$ cat src/rtl/gold_descrambler_if.sv
// gold_descrambler_if: stream and control bundle for gold_descrambler (o_seq present only with GOLD_DESCR_SEQ_OUT_EN)
interface gold_descrambler_if #(
  parameter int NBIT  = 8,
  parameter int LEN_W = 16
);
  logic             i_start;
  logic [30:0]      i_c_init;
  logic [LEN_W-1:0] i_len;
  logic             i_valid;
  logic [NBIT-1:0]  i_data;
  logic             o_ready;
  logic             o_valid;
  logic [NBIT-1:0]  o_data;
  logic             o_last;
  logic             i_ready;
  logic             o_busy;
  logic             o_done;
`ifdef GOLD_DESCR_SEQ_OUT_EN
  logic [NBIT-1:0]  o_seq;
`endif
  modport master (
    output i_start, i_c_init, i_len, i_valid, i_data, i_ready,
    input  o_ready, o_valid, o_data, o_last, o_busy, o_done
`ifdef GOLD_DESCR_SEQ_OUT_EN
    , input o_seq
`endif
  );
  modport slave (
    input  i_start, i_c_init, i_len, i_valid, i_data, i_ready,
    output o_ready, o_valid, o_data, o_last, o_busy, o_done
`ifdef GOLD_DESCR_SEQ_OUT_EN
    , output o_seq
`endif
  );
endinterface

$ cat src/rtl/gold_descrambler.sv
// gold_descrambler: streaming XOR with the 38.211 Gold sequence, NBIT bits/beat (GOLD_DESCR_SEQ_OUT_EN adds raw sequence output o_seq)
module gold_descrambler #(
  parameter int NBIT  = 8,
  parameter int LEN_W = 16
) (
  input logic              clk,
  input logic              rst_n,
  gold_descrambler_if.slave bus
);
  localparam int WARM_N = 1600 / NBIT;
  localparam int TRIM_N = 1600 % NBIT;
  typedef enum logic [1:0] {IDLE, WARM, TRIM, RUN} state_t;
  state_t           state, state_nxt;
  logic [30:0]      x1, x2, x1_nxt, x2_nxt;
  logic [10:0]      cnt;
  logic [LEN_W-1:0] rem;
  logic             fin, acc, last_in, hand;
  logic [NBIT-1:0]  c, mask;
  assign c       = x1[NBIT-1:0] ^ x2[NBIT-1:0];
  assign last_in = rem <= LEN_W'(NBIT);
  assign acc     = bus.i_valid & bus.o_ready;
  assign hand    = fin & bus.o_valid & bus.i_ready;
  assign bus.o_ready = state == RUN && !fin && (!bus.o_valid || bus.i_ready);
  assign bus.o_busy  = state != IDLE;
  // Both LFSRs stepped serially: one step while trimming, NBIT steps otherwise; newest bit enters at the top
  always_comb begin
    x1_nxt = x1;
    x2_nxt = x2;
    for (int i = 0; i < NBIT; i++)
      if (i == 0 || state != TRIM) begin
        x1_nxt = {x1_nxt[3] ^ x1_nxt[0], x1_nxt[30:1]};
        x2_nxt = {x2_nxt[3] ^ x2_nxt[2] ^ x2_nxt[1] ^ x2_nxt[0], x2_nxt[30:1]};
      end
  end
  // Keep only the bits still inside the payload on the final beat
  always_comb begin
    mask = '0;
    for (int k = 0; k < NBIT; k++) mask[k] = LEN_W'(k) < rem;
  end
  // Frame sequencing: warm-up of 1600 steps, then streaming until the last beat is handed off
  always_comb begin
    state_nxt = state;
    unique case (state)
      IDLE:    state_nxt = bus.i_start && bus.i_len != '0 ? WARM : IDLE;
      WARM:    state_nxt = cnt != '0 ? WARM : TRIM_N != 0 ? TRIM : RUN;
      TRIM:    state_nxt = cnt != '0 ? TRIM : RUN;
      default: state_nxt = hand ? IDLE : RUN;
    endcase
  end
  // State register
  always_ff @(posedge clk or negedge rst_n)
    if (!rst_n) state <= IDLE;
    else        state <= state_nxt;
  // Sequence state, length bookkeeping and the registered output beat
  always_ff @(posedge clk or negedge rst_n)
    if (!rst_n) begin
      x1          <= 31'h1;
      x2          <= '0;
      cnt         <= '0;
      rem         <= '0;
      fin         <= 1'b0;
      bus.o_valid <= 1'b0;
      bus.o_data  <= '0;
      bus.o_last  <= 1'b0;
      bus.o_done  <= 1'b0;
    end else begin
      bus.o_done <= hand || (state == IDLE && bus.i_start && bus.i_len == '0);
      if (state == IDLE && bus.i_start) begin
        x1  <= 31'h1;
        x2  <= bus.i_c_init;
        rem <= bus.i_len;
        cnt <= 11'(WARM_N - 1);
      end
      if (state == WARM || state == TRIM || acc) begin
        x1 <= x1_nxt;
        x2 <= x2_nxt;
      end
      if (state == WARM) cnt <= cnt != '0 ? cnt - 11'd1 : 11'(TRIM_N - 1);
      if (state == TRIM) cnt <= cnt - 11'd1;
      if (acc) begin
        bus.o_valid <= 1'b1;
        bus.o_data  <= (bus.i_data ^ c) & mask;
        bus.o_last  <= last_in;
        rem         <= rem - (last_in ? rem : LEN_W'(NBIT));
        fin         <= last_in;
      end else if (bus.i_ready) begin
        bus.o_valid <= 1'b0;
        bus.o_last  <= 1'b0;
      end
      if (hand) fin <= 1'b0;
    end
`ifdef GOLD_DESCR_SEQ_OUT_EN
  // Raw sequence bits registered alongside o_data so they share its valid/hold behaviour
  always_ff @(posedge clk or negedge rst_n)
    if (!rst_n)   bus.o_seq <= '0;
    else if (acc) bus.o_seq <= c & mask;
`endif
endmodule

$ cat src/flat_wrapper.sv
// flat-port wrapper written by rule: the top's interface ports become plain ports
module gold_descrambler_flat 
#(
  parameter int NBIT  = 8,
  parameter int LEN_W = 16
)
  (clk, rst_n, bus_i_start, bus_i_c_init, bus_i_len, bus_i_valid, bus_i_data, bus_i_ready, bus_o_ready, bus_o_valid, bus_o_data, bus_o_last, bus_o_busy, bus_o_done);
  gold_descrambler_if #(.NBIT(NBIT), .LEN_W(LEN_W)) bus_i ();
  input logic clk;
  input logic rst_n;
  input wire logic [$bits(bus_i.i_start)-1:0] bus_i_start;
  input wire logic [$bits(bus_i.i_c_init)-1:0] bus_i_c_init;
  input wire logic [$bits(bus_i.i_len)-1:0] bus_i_len;
  input wire logic [$bits(bus_i.i_valid)-1:0] bus_i_valid;
  input wire logic [$bits(bus_i.i_data)-1:0] bus_i_data;
  input wire logic [$bits(bus_i.i_ready)-1:0] bus_i_ready;
  output wire logic [$bits(bus_i.o_ready)-1:0] bus_o_ready;
  output wire logic [$bits(bus_i.o_valid)-1:0] bus_o_valid;
  output wire logic [$bits(bus_i.o_data)-1:0] bus_o_data;
  output wire logic [$bits(bus_i.o_last)-1:0] bus_o_last;
  output wire logic [$bits(bus_i.o_busy)-1:0] bus_o_busy;
  output wire logic [$bits(bus_i.o_done)-1:0] bus_o_done;
  assign bus_i.i_start = bus_i_start;
  assign bus_i.i_c_init = bus_i_c_init;
  assign bus_i.i_len = bus_i_len;
  assign bus_i.i_valid = bus_i_valid;
  assign bus_i.i_data = bus_i_data;
  assign bus_i.i_ready = bus_i_ready;
  assign bus_o_ready = bus_i.o_ready;
  assign bus_o_valid = bus_i.o_valid;
  assign bus_o_data = bus_i.o_data;
  assign bus_o_last = bus_i.o_last;
  assign bus_o_busy = bus_i.o_busy;
  assign bus_o_done = bus_i.o_done;
  gold_descrambler #(.NBIT(NBIT), .LEN_W(LEN_W)) u_core (.clk(clk), .rst_n(rst_n), .bus(bus_i));
endmodule
$ cat config.mk
export PLATFORM = sky130hd
export DESIGN_NAME = gold_descrambler_flat
export DESIGN_NICKNAME = d
export VERILOG_FILES = /design/src/rtl/gold_descrambler_if.sv /design/src/rtl/gold_descrambler.sv /design/src/flat_wrapper.sv
export SDC_FILE = /design/constraint.sdc
export NUM_CORES = 1
export LEC_CHECK = 0
export CORE_AREA = 2 2 107 109
export DETAILED_ROUTE_END_ITERATION = 16
export DIE_AREA = 0 0 109 111
export GPL_TIMING_DRIVEN = 0
export PLACE_DENSITY = 0.8
export SYNTH_ARGS = -nofsm -noshare
export SYNTH_HDL_FRONTEND = slang
export SYNTH_SLANG_ARGS = --single-unit
$ cat constraint.sdc
create_clock -name clk -period 3.4 [get_ports clk]
set_input_delay 1.02 -clock clk [delete_from_list [all_inputs] [get_ports clk]]
set_output_delay 1.02 -clock clk [all_outputs]
set_load 0.1 [all_outputs]
==> results of run 1 <==
-- cells by family (layout without fill, tap and decap cells) --
kind of cell | Yosys count | after routing
DFF | 103 | 103
adders and majority gates | 7 | 7
other | 1 | 1
muxes | 27 | 27
buffers and inverters | 75 | 164
and+or+nand+nor | 243 | 243
AOI/OAI and AO/OA | 197 | 197
xor gates and xnor gates | 40 | 40
-- worst register-to-register path: cells and delay by family (launching register included) --
| family | cells | cell delay [ps] |
|---|---|---|
| compound gates | 3 | 800 |
| fa+ha+maj | 1 | 300 |
| flops | 1 | 410 |
| simple gates | 5 | 1410 |
-- cells in the final DEF (no fill, tap or decap), types with 6 or more instances in the layout --
cell type and n:
a211oi_1 37, a21oi_1 28, a31oi_1 32, buf_2 7
clkbuf_1 50, clkbuf_16 9, clkdlybuf4s50_1 70, dfrtp_1 102
ha_1 7, inv_1 14, mux2_2 6, mux2i_1 21
nand2_1 97, nand3_1 29, nand4_1 7, nor2_1 26
nor2b_1 36, nor3_1 11, nor4_1 6, o21ai_0 36
o21ai_1 10, o31ai_1 6, xnor2_1 31, xor2_1 8
-- layout make-up --
cell class / instances / area share, %
flip-flops and latches: 103 / 34.9
multi-input cells: 515 / 44.6
clock inverters: 7 / 1.07
inverters: 15 / 0.762
plain buffers: 60 / 3.15
well taps: 143 / 2.42
clock buffers: 9 / 3.05
repair buffers: 73 / 10.0
-- stage by stage --
stage	cells	setup TNS [ps]	hold WS [ps]	instance area [µm²]	util (%)
after detailed placement	909	-3510	468	7080	63.9
after CTS	925	0	488	7380	66.7
after global placement	908	-270150	458	7060	63.7
final	925	0	487	7380	66.7
after global routing	925	0	508	7380	66.7
after floorplan	693	0	457	6160	-
-- sequential cells by signal, indices dropped and copies added, names as in the netlist --
signal,flops
u_core.bus.o_done,1
u_core.bus.o_last,1
u_core.x1,31
u_core.x2,31
u_core.bus.o_data,8
u_core.rem,16
u_core.cnt,11
u_core.state,2
u_core.fin,1
u_core.bus.o_valid,1
-- metal layers --
layer  routed length, µm  up-vias
met2                8570      245
met5                   0        -
met1                7240     2808
met3                1170       45
li1                    -     2662
met4                 448        0
-- path summary, 6_finish.rpt --
path / from / to / slack (ps)
min in group asynchronous: rst_n / u_core.cnt[4]$_DFFE_PN0P_ / 690
min: u_core.bus.o_data[0]$_DFFE_PN0P_ / u_core.bus.o_data[0]$_DFFE_PN0P_ / 490
min reg2reg: u_core.bus.o_data[0]$_DFFE_PN0P_ / u_core.bus.o_data[0]$_DFFE_PN0P_ / 490
max in group asynchronous: rst_n / u_core.x1[0]$_DFFE_PN1P_ / 1990
max: u_core.state[0]$_DFF_PN0_ / bus_o_busy / 80
max reg2reg: u_core.rem[13]$_DFFE_PN0P_ / u_core.rem[10]$_DFFE_PN0P_ / 380
-- power groups by stage --
stage / clock (µW) / sequential [µW] / combinational (µW)
3_5_place_dp: 0 / 2350 / 4200
2_1_floorplan: 0 / 2560 / 2860
5_1_grt: 1140 / 2420 / 4680
6_report: 1080 / 2360 / 4290
3_3_place_gp: 0 / 2330 / 4080
4_1_cts: 1090 / 2340 / 4240
-- timing repair --
action,CTS,global route
setup buffers,0,0
gates resized for setup,6,0
endpoints found under the setup margin,1,0
hold endpoints to repair,0,0
==> reports/results.md, run 1 <==
• 0.600 mV — Max IR drop VDD
• 100% — Async S/R FF share, synth
• 3320 ps — time the worst path needs with I/O delays and setup
• dfrtp_1 — leading register cell type out of synthesis
• 30.5% — fraction of power consumed by sequential logic
• dfrtp_1 (41%), nand2_1 (5.9%), a211oi_1 (4.5%) — leading cell types by total area after synthesis
• 9 — worst reg2reg path depth
• 33.7% — Max transition margin
• 0 — number of endpoints failing setup at the final stage
• 0.00258 mm² — Seq. cell area
• 55.4% — Combinational Power Share
• 0 — antenna violations before repair
• inv_1 — cell with the most instances on the worst path
• clkdlybuf4s50_1 — cell type of the slowest stage on the worst timing path
• 4 — maximum fanout encountered on the critical timing path
• 55.6% — initial standard-cell utilization of the core
• 8.88 µm² — Mean Syn Cell Area
• 0.0111 mm² — Core Region
• 41.9% — sequential area share after synthesis
• 18.8 µm — DR WL/cell
• 1050 mW/mm² — Pwr Density
• 29.8% — GRT Util Overall
• reg2out — Worst Path Class, Setup
• 20.1% — simple-gate portion of the synthesized area
• 0 — grt total ovfl
• 0.0121 mm² — Die Outline Area
• 440 — DRC marker count from the first detailed-route iteration
• 72 — distinct cell type count after synthesis
• 20.0% — P&R area growth vs syn
• 0 — Hold Buf Count CTS
• 7740 µW — total power of the final layout
• output pin — type of destination of the critical path
• 5.91% — xor/xnor cell area share of the yosys netlist
• 6 — TritonRoute pass-1 iters
• 97.6% — final worst path period share
• dfrtp_1 (102), nand2_1 (97), clkbuf_1 (50) — top cell types by occurrence after synthesis
• 2380 ps — required time of the worst setup path
• 693 — Post-Syn Instances
• 0 — ANT nets after route
• 2300 ps — data arrival time of the worst path
• 0.00616 mm² — netlist area before placement
• 109 µm — die outline width
• 991 ps — Slew @ Worst Pin
• 360 ps — Skew-Pair Late Insertion Delay
• 3 — H-tree levels
• 6.23 — DR vias/cell
• 80.2 ps — worst setup slack after layout
• 5760 — total via count after detailed routing
• 760 — net count after synthesis
• 41.5% — portion of synthesized cell area occupied by the leading cell type
• 39 — number of placement rows
• 3 — combined buffer and inverter count along the critical path
• 2 — Bufs on Longest Clock Path
• register — CP startpoint kind
• compound AO/OA/AOI/OAI gates — largest family of logic cells by synthesized area
• dfrtp_1 — most instantiated library cell after synthesis
• 2 — hold depth
• 70 ps — clock-pin transition on the worst setup and hold timing paths
• 4030 µW — Pint
• 111 µm — Vert. Die Dim
• 921 — # fillers
• 73 — I/O pin cnt
• 7.07 ps — final clock skew
• 9 — cts bufs inserted
• 48.5% — met2 demand-to-capacity share in global routing
• 301 MHz — timing-limited maximum frequency
• 0.00329 mm² — area occupied by multi-input gates
• 0.00296 µW — leakage power total
• 0 — MaxCap Viol Count
• yes — CTS tree
• 1.42% — post-synthesis share of cell area spent on full adders, half adders and majority gates
• 38.0% — Global Route met1 Usage
• 1130 ps — longest individual stage delay on the worst path
• 0 — ANT cells
• 17400 µm — Total Wirelength
• 6.27% — fraction of final layout cells with drive strength greater than 1
• 5695 — vias in the first global route
• 844 — Total Nets Final
• 103 — #FFs+latches synth
• buffers and inverters — kind of cell with the highest combined delay on the critical path
• 0 — DR DRC count
• -631 ps — post-placement setup slack
• inv_1, ha_1, inv_1, clkdlybuf4s50_1 — chain of cells forming the critical path
• 0.936 — routability cong.
• 0 — Final Hold Viols
• 3700 µW — switching pwr
• finished clean — outcome
• 0 — EDFF count, synth
• 14.0% — fraction of power consumed by the clock network
• reg2reg — class of the worst hold path
• 47.9% — net switching share of the total power
• 0 — number of slew-limit violations in the final report
• 21.4% — share of the synthesized area in compound gates (AO/OA/AOI/OAI)
• 7.29% — met3 Track Usage GR
• 12800 µm — DPL Wire Length
• 0 — count of yosys warnings during synthesis
• 4.51% — multiplexer share of the synthesized area
• no — RSZ-0062 raised after global routing
• clkbuf_16 — buffer type at the clock tree root
• 28000 µm — first-pass GRT wire length
• 55 — largest net degree at the start of global routing
• dfrtp_1 — top cell type by total area after synthesis
• 72 — Port Buffers
• met2 — routing layer with the top usage in global route
• 4 — depth of the critical timing path with buffers and inverters included
• 103 — clk sink count
(Power assumes the default switching activity.)
==> run 2, diff against run 1 <==
--- a/config.mk
+++ b/config.mk
@@ -5,11 +5,10 @@
 export SDC_FILE = /design/constraint.sdc
 export NUM_CORES = 1
 export LEC_CHECK = 0
-export CORE_AREA = 2 2 107 109
+export CORE_AREA = 2 2 128 130
 export DETAILED_ROUTE_END_ITERATION = 16
-export DIE_AREA = 0 0 109 111
+export DIE_AREA = 0 0 130 132
 export GPL_TIMING_DRIVEN = 0
-export PLACE_DENSITY = 0.8
 export SYNTH_ARGS = -nofsm -noshare
 export SYNTH_HDL_FRONTEND = slang
 export SYNTH_SLANG_ARGS = --single-unit
==> constraint.sdc (replaced) <==
create_clock -name clk -period 3.05 [get_ports clk]
set_input_delay 0.915 -clock clk [delete_from_list [all_inputs] [get_ports clk]]
set_output_delay 0.915 -clock clk [all_outputs]
set_load 0.1 [all_outputs]
==> run 2 against run 1 <==
Against the previous run:
- clock power increased by 8%
- global-route usage decreased by 8.6 points
- total power increased by 11%
- die area increased by 42%
- clock-buffer cell count increased by 1
- sequential share of layout area decreased by 0.51 points
- register-to-register slack got worse by 160 ps
- utilization decreased by 19 points
- largest power group unchanged
==> reports/results.md, run 2 (same netlist as run 1, synthesis figures left out) <==
• 0.479 mV — Max IR drop VDD, -20%
• 11.0 ps — final clock skew, +3.91 ps
• 0 — number of slew-limit violations in the final report, unchanged
• u_core.x1 (31), u_core.x2 (31), u_core.rem (16) — top flop regs
• 510 ps — longest individual stage delay on the worst path, -620 ps
• 476 ps — Post-Route Hold Slack, -10.8 ps
• 1001 — Cell Count, Final, Fillers Out, +8.2%
• 3 — H-tree levels, unchanged
• 0 — ANT cells, unchanged
• 72 — Port Buffers, unchanged
• 132 µm — Vert. Die Dim, +19%
• 73 — I/O pin cnt, unchanged
• 1518 — # fillers, +65%
• 13.7% — fraction of power consumed by the clock network, -0.3 points
• 997 ps — Slew @ Worst Pin, +5.47 ps
• 39.2% — initial standard-cell utilization of the core, -16 points
• 2050 ps — data arrival time of the worst path, -250 ps
• 0 — MaxCap Viol Count, unchanged
• 0.0157 mm² — Core Region, +42%
• 2 — combined buffer and inverter count along the critical path, -1
• in2out — Worst Path Class, Setup
• 5 — maximum fanout encountered on the critical timing path, +1
• 2130 ps — required time of the worst setup path, -250 ps
• reg2reg — class of the worst hold path
• 0 — number of endpoints failing setup at the final stage, unchanged
• 4460 µW — Pint, +11%
• 21.2% — GRT Util Overall, -8.6 points
• 1140 mW/mm² — Pwr Density, +8.9%
• 17.8 µm — DR WL/cell, -5.5%
• 4090 µW — switching pwr, +10%
• 0.00297 µW — leakage power total, +0.54%
• 9 — cts bufs inserted, unchanged
• 13100 µm — DPL Wire Length, +1.7%
• 6.75% — fraction of final layout cells with drive strength greater than 1, +0.49 points
• 5459 — vias in the first global route, -4.1%
• 847 — Total Nets Final, +0.36%
• 30.5% — fraction of power consumed by sequential logic, about the same
• no — RSZ-0062 raised after global routing
• 17800 µm — Total Wirelength, +2.2%
• 0 — ANT nets after route, unchanged
• 0 — DR DRC count, unchanged
• 2 — hold depth, unchanged
• 982 — number of cells after detailed placement, +8.0%
• 97.2% — final worst path period share
• 47.8% — net switching share of the total power, about the same
• 80 ps — clock-pin transition on the worst setup and hold timing paths, about the same
• 9 — worst reg2reg path depth, unchanged
• 55.8% — Combinational Power Share, +0.4 points
• clkbuf_16 — buffer type at the clock tree root
• buffers and inverters — kind of cell with the highest combined delay on the critical path
• 28700 µm — first-pass GRT wire length, +2.4%
• 0.856 — routability cong., -8.6%
• input pin — CP startpoint kind
• 0.00330 mm² — area occupied by multi-input gates, +0.19%
• 5 — TritonRoute pass-1 iters, -1
• 2 — Bufs on Longest Clock Path, unchanged
• 370 ps — Skew-Pair Late Insertion Delay, about the same
• 0.00258 mm² — Seq. cell area, unchanged
• 337 MHz — timing-limited maximum frequency
• yes — CTS tree
• clkdlybuf4s50_1, nor2b_2, nor2_2, buf_4 — chain of cells forming the critical path
• 435 — DRC marker count from the first detailed-route iteration, -1.1%
• finished clean — outcome
• 0 — Final Hold Viols, unchanged
• 33.4% — Max transition margin, -0.37 points
• dfrtp_1 — leading cell type in the layout, fill and taps excluded
• 4 — depth of the critical timing path with buffers and inverters included, unchanged
• clkdlybuf4s50_1 — cell type of the slowest stage on the worst timing path
• 46 — number of placement rows, +18%
• 21.7% — P&R area growth vs syn
• 103 — clk sink count, unchanged
• output pin — type of destination of the critical path
• 5.59 — DR vias/cell, -10%
• 0 — antenna violations before repair, unchanged
• 0 — grt total ovfl, unchanged
• 130 µm — die outline width, +19%
• 2970 ps — time the worst path needs with I/O delays and setup
• 0.0172 mm² — Die Outline Area, +42%
• 0 ps — total negative setup slack, unchanged
• 5595 — total via count after detailed routing, -2.9%
• 61 — largest net degree at the start of global routing, +11%
• dfrtp_1 (102), nand2_1 (97), clkdlybuf4s50_1 (69) — commonest cells after routing, fill and taps aside
run 2: changes by cell type in the layout (fill, tap and decap cells not counted), sizes merged:
cell	change
buf	+3
clkbuf	+1
clkdlybuf4s50	-1
bufinv	-1
dlygate4sd2	+1
clkinvlp	-2
clkinv	+2
run 2: power by group through the flow:
stage          Combinational, µW  Sequential [µW]  Clock (µW)
4_1_cts                     4720             2590        1200
2_1_floorplan               3180             2850           0
6_report                    4770             2600        1170
3_3_place_gp                4630             2600           0
3_5_place_dp                4700             2620           0
5_1_grt                     5230             2690        1240
run 2: final cells by class:
class                      count  area share, %
sequential                   103           34.4
clock inverter                 6          0.701
inverter                      15          0.751
tap                          216           3.61
clock buffer                  10           3.19
timing repair buffer          76           10.2
multi-input combinational    515           44.0
buffer                        60           3.11
run 2: worst paths after layout:
kind | slack (ps) | endpoint | from
setup reg to reg | 220 | u_core.rem[10]$_DFFE_PN0P_ | u_core.rem[8]$_DFFE_PN0P_
hold / removal | 480 | u_core.bus.o_data[7]$_DFFE_PN0P_ | u_core.bus.o_data[7]$_DFFE_PN0P_
max in group asynchronous | 1640 | u_core.x1[0]$_DFFE_PN1P_ | rst_n
min in group asynchronous | 660 | u_core.cnt[4]$_DFFE_PN0P_ | rst_n
hold reg to reg | 480 | u_core.bus.o_data[7]$_DFFE_PN0P_ | u_core.bus.o_data[7]$_DFFE_PN0P_
setup / recovery | 80 | bus_o_ready | bus_i_ready
run 2: routing by layer:
layer / wire length [µm] / global-route usage, %
met1: 8100 / 29.5
met2: 8490 / 33.8
met3: 953 / 4.06
met4: 283 / 5.62
met5: 0 / 0
run 2: what timing repair did:
action	in CTS	in global routing
resized for setup	8	1
pin swaps	0	1
endpoints found under the setup margin	2	60
setup buffers	0	3
hold buffers	0	0
run 2: stage by stage:
stage	util [%]	area [µm²]	setup WS, ps	power [µW]
2_1_floorplan	-	6160	211	6030
3_3_place_gp	45.5	7150	-3150	7230
3_5_place_dp	45.7	7170	-790	7310
4_1_cts	47.5	7460	7.05	8510
5_1_grt	47.7	7490	18.4	9150
6_report	47.7	7490	84.4	8550
run 2: tightest hold or removal path, stage by stage (launching register included):
cell and delay [ps]:
dfrtp_1 350, nand2_1 50, nand2_1 50
==> run 3, diff against run 2 <==
--- a/config.mk
+++ b/config.mk
@@ -8,7 +8,6 @@
 export CORE_AREA = 2 2 128 130
 export DETAILED_ROUTE_END_ITERATION = 16
 export DIE_AREA = 0 0 130 132
-export GPL_TIMING_DRIVEN = 0
 export SYNTH_ARGS = -nofsm -noshare
 export SYNTH_HDL_FRONTEND = slang
 export SYNTH_SLANG_ARGS = --single-unit
==> run 3 against run 2 <==
Against the previous run:
- utilization shrank 0.50 points
- via count shrank 5.9%
- worst hold slack gained 17 ps
- clock-buffer cell count shrank 1
- fmax shrank 0.26%
- die area is the same
- critical endpoint unchanged
- setup slack lost 7.8 ps
- clock skew shrank 6.8 ps
- first-iteration DRC count grew 3.7%
- global-route usage shrank 1.9 points
- combinational power shrank 9.0%
- largest power group unchanged
==> reports/results.md, run 3 (same netlist as run 1, synthesis figures left out) <==
• 19.2% — GRT Util Overall, -1.9 points
• 46 — number of placement rows, unchanged
• 0.00711 mm² — Placed Area, -0.91%
• in2out — Worst Path Class, Setup
• output pin — type of destination of the critical path
• 20.4% — P&R area growth vs syn
• 9 — worst reg2reg path depth, unchanged
• 0 — MaxCap Viol Count, unchanged
• 939 — number of cells after detailed placement, -4.4%
• 0 — number of endpoints failing setup at the final stage, unchanged
• 350 ps — Skew-Pair Late Insertion Delay, -20 ps
• 5266 — total via count after detailed routing, -5.9%
• 7600 µm — routed length on met1, -6.1%
• 11300 µm — DPL Wire Length, -14%
• 0 — Hold Buf Count CTS, unchanged
• 16.8 µm — DR WL/cell, -5.7%
• reg2reg — class of the worst hold path
• 336 MHz — timing-limited maximum frequency, -0.26%
• 0 — quantity of gates resized following cts, -8
• bus_i_ready — critical path startpoint
• no — RSZ-0062 raised after global routing
• 130 µm — die outline width, unchanged
• 132 µm — Vert. Die Dim, unchanged
• 73 — I/O pin cnt, unchanged
• 2060 ps — data arrival time of the worst path, about the same
• 0.00741 mm² — fin area, -1.1%
• yes — CTS tree
• 9 — cts bufs inserted, unchanged
• 7420 µm — total met2 wirelength after detailed routing, -13%
• 0 ps — total negative setup slack, unchanged
• 1130 mW/mm² — Pwr Density, -1.1%
• clkbuf_16 — buffer type at the clock tree root
• 2970 ps — time the worst path needs with I/O delays and setup, +7.83 ps
• met4 — uppermost routed layer
• 0 — grt total ovfl, unchanged
• 5092 — vias in the first global route, -6.7%
• 0.0157 mm² — Core Region, unchanged
• 0.00332 mm² — area occupied by multi-input gates, +0.64%
• 0 — post-CTS setup buffer count, unchanged
• 0 — ANT cells, unchanged
• 0.837 — routability cong., -2.2%
• 44.0% — Max transition margin, +11 points
• 97.5% — final worst path period share, +0.26 points
• 1503 — # fillers, -0.99%
• u_core.x1 (31), u_core.x2 (31), u_core.rem (16) — top flop regs
• 0 — number of slew-limit violations in the final report, unchanged
• 125 — largest net degree at the start of global routing, +100%
• 801 — Total Nets Final, -5.4%
• 10.0% — fraction of final layout cells with drive strength greater than 1, +3.3 points
• dfrtp_1 (102), nand2_1 (96), clkdlybuf4s50_1 (58) — commonest cells after routing, fill and taps aside
• 39.2% — initial standard-cell utilization of the core, unchanged
• 0.0172 mm² — Die Outline Area, unchanged
• 0 — DR DRC count, unchanged
• 4 — TritonRoute pass-1 iters, -1
• input pin — CP startpoint kind
• 0 — antenna violations before repair, unchanged
• 691 µm — routed length on met3, -27%
• 0 — ANT nets after route, unchanged
• 70 ps — clock-pin transition on the worst setup and hold timing paths, about the same
• 2130 ps — required time of the worst setup path, about the same
• 16000 µm — Total Wirelength, -10%
• 4.20 ps — final clock skew, -6.78 ps
• 47.2% — final design utilization, -0.50 points
• 5.51 — DR vias/cell, -1.3%
• 0.00298 µW — leakage power total, +0.24%
• u_core.rem[8]$_DFFE_PN0P_ — Reg-to-Reg Start
• 103 — clk sink count, unchanged
• 3 — H-tree levels, unchanged
• 0.499 mV — Max IR drop VDD, +4.1%
• bus_o_ready — Worst Setup EP
• u_core.rem[10]$_DFFE_PN0P_ — worst reg2reg endpoint
• 2 — Bufs on Longest Clock Path, unchanged
• 0 — Final Hold Viols, unchanged
• finished clean — outcome
• 72 — Port Buffers, unchanged
• 451 — DRC marker count from the first detailed-route iteration, +3.7%
• 837 ps — Slew @ Worst Pin, -159 ps
• 5 — maximum fanout encountered on the critical timing path, unchanged
• 420 ps — slack of the worst reg-to-reg path, +200 ps
• dfrtp_1 — leading cell type in the layout, fill and taps excluded
• 0.00258 mm² — Seq. cell area, unchanged
• 955 — Cell Count, Final, Fillers Out, -4.6%
• 26400 µm — first-pass GRT wire length, -8.2%
## run 3: cell types whose count changed in the layout (fill, tap and decap cells not counted), moves of 2 or more
cell and change:
clkbuf_1 -50, clkinvlp_4 +2, buf_1 -4, clkdlybuf4s50_1 -11, buf_12 +5, buf_4 +22
buf_2 -6
## run 3: through the flow
| stage | hold slack [ps] | setup slack (ps) | total power, µW |
|---|---|---|---|
| 3_5_place_dp | 476 | 80.0 | 7170 |
| 3_3_place_gp | 460 | 122 | 7040 |
| 6_report | 493 | 76.5 | 8370 |
| 2_1_floorplan | 457 | 211 | 6030 |
| 5_1_grt | 512 | 32.1 | 9020 |
| 4_1_cts | 495 | 74.4 | 8410 |
## run 3: area by class of cell
type | instances | area share [%]
multi-input cells | 515 | 44.8
flip-flops and latches | 103 | 34.8
repair buffers | 90 | 11.9
well taps | 216 | 3.64
clock buffers | 9 | 3.04
clock inverters | 7 | 1.08
inverters | 15 | 0.759
## run 3: critical path: stages
cell	delay, ps
clkdlybuf4s50_1	430
nor2b_1	410
nor2_2	110
buf_12	190
## run 3: report_power, final
group / internal, µW / switching (µW) / leakage (µW)
logic: 1780 / 2560 / 0.00160
registers: 2040 / 784 / 0.00124
clock network: 646 / 562 / 0.000143
## run 3: worst min path at each step
stage / start / end / cells after the start
after global routing: u_core.bus.o_data[7]$_DFFE_PN0P_ / u_core.bus.o_data[7]$_DFFE_PN0P_ / 2
after global placement: u_core.bus.o_data[7]$_DFFE_PN0P_ / u_core.bus.o_data[7]$_DFFE_PN0P_ / 2
after CTS: u_core.bus.o_data[7]$_DFFE_PN0P_ / u_core.bus.o_data[7]$_DFFE_PN0P_ / 2
final: u_core.bus.o_data[3]$_DFFE_PN0P_ / u_core.bus.o_data[3]$_DFFE_PN0P_ / 2
after floorplan: u_core.cnt[9]$_DFFE_PN0P_ / u_core.cnt[9]$_DFFE_PN0P_ / 1
after detailed placement: u_core.bus.o_data[0]$_DFFE_PN0P_ / u_core.bus.o_data[0]$_DFFE_PN0P_ / 2
## run 3: metal layers
metal	vias up	GRT usage, %
li1	2581	-
met2	117	29.5
met1	2540	27.6
met5	-	0
met4	0	5.02
met3	28	4.14
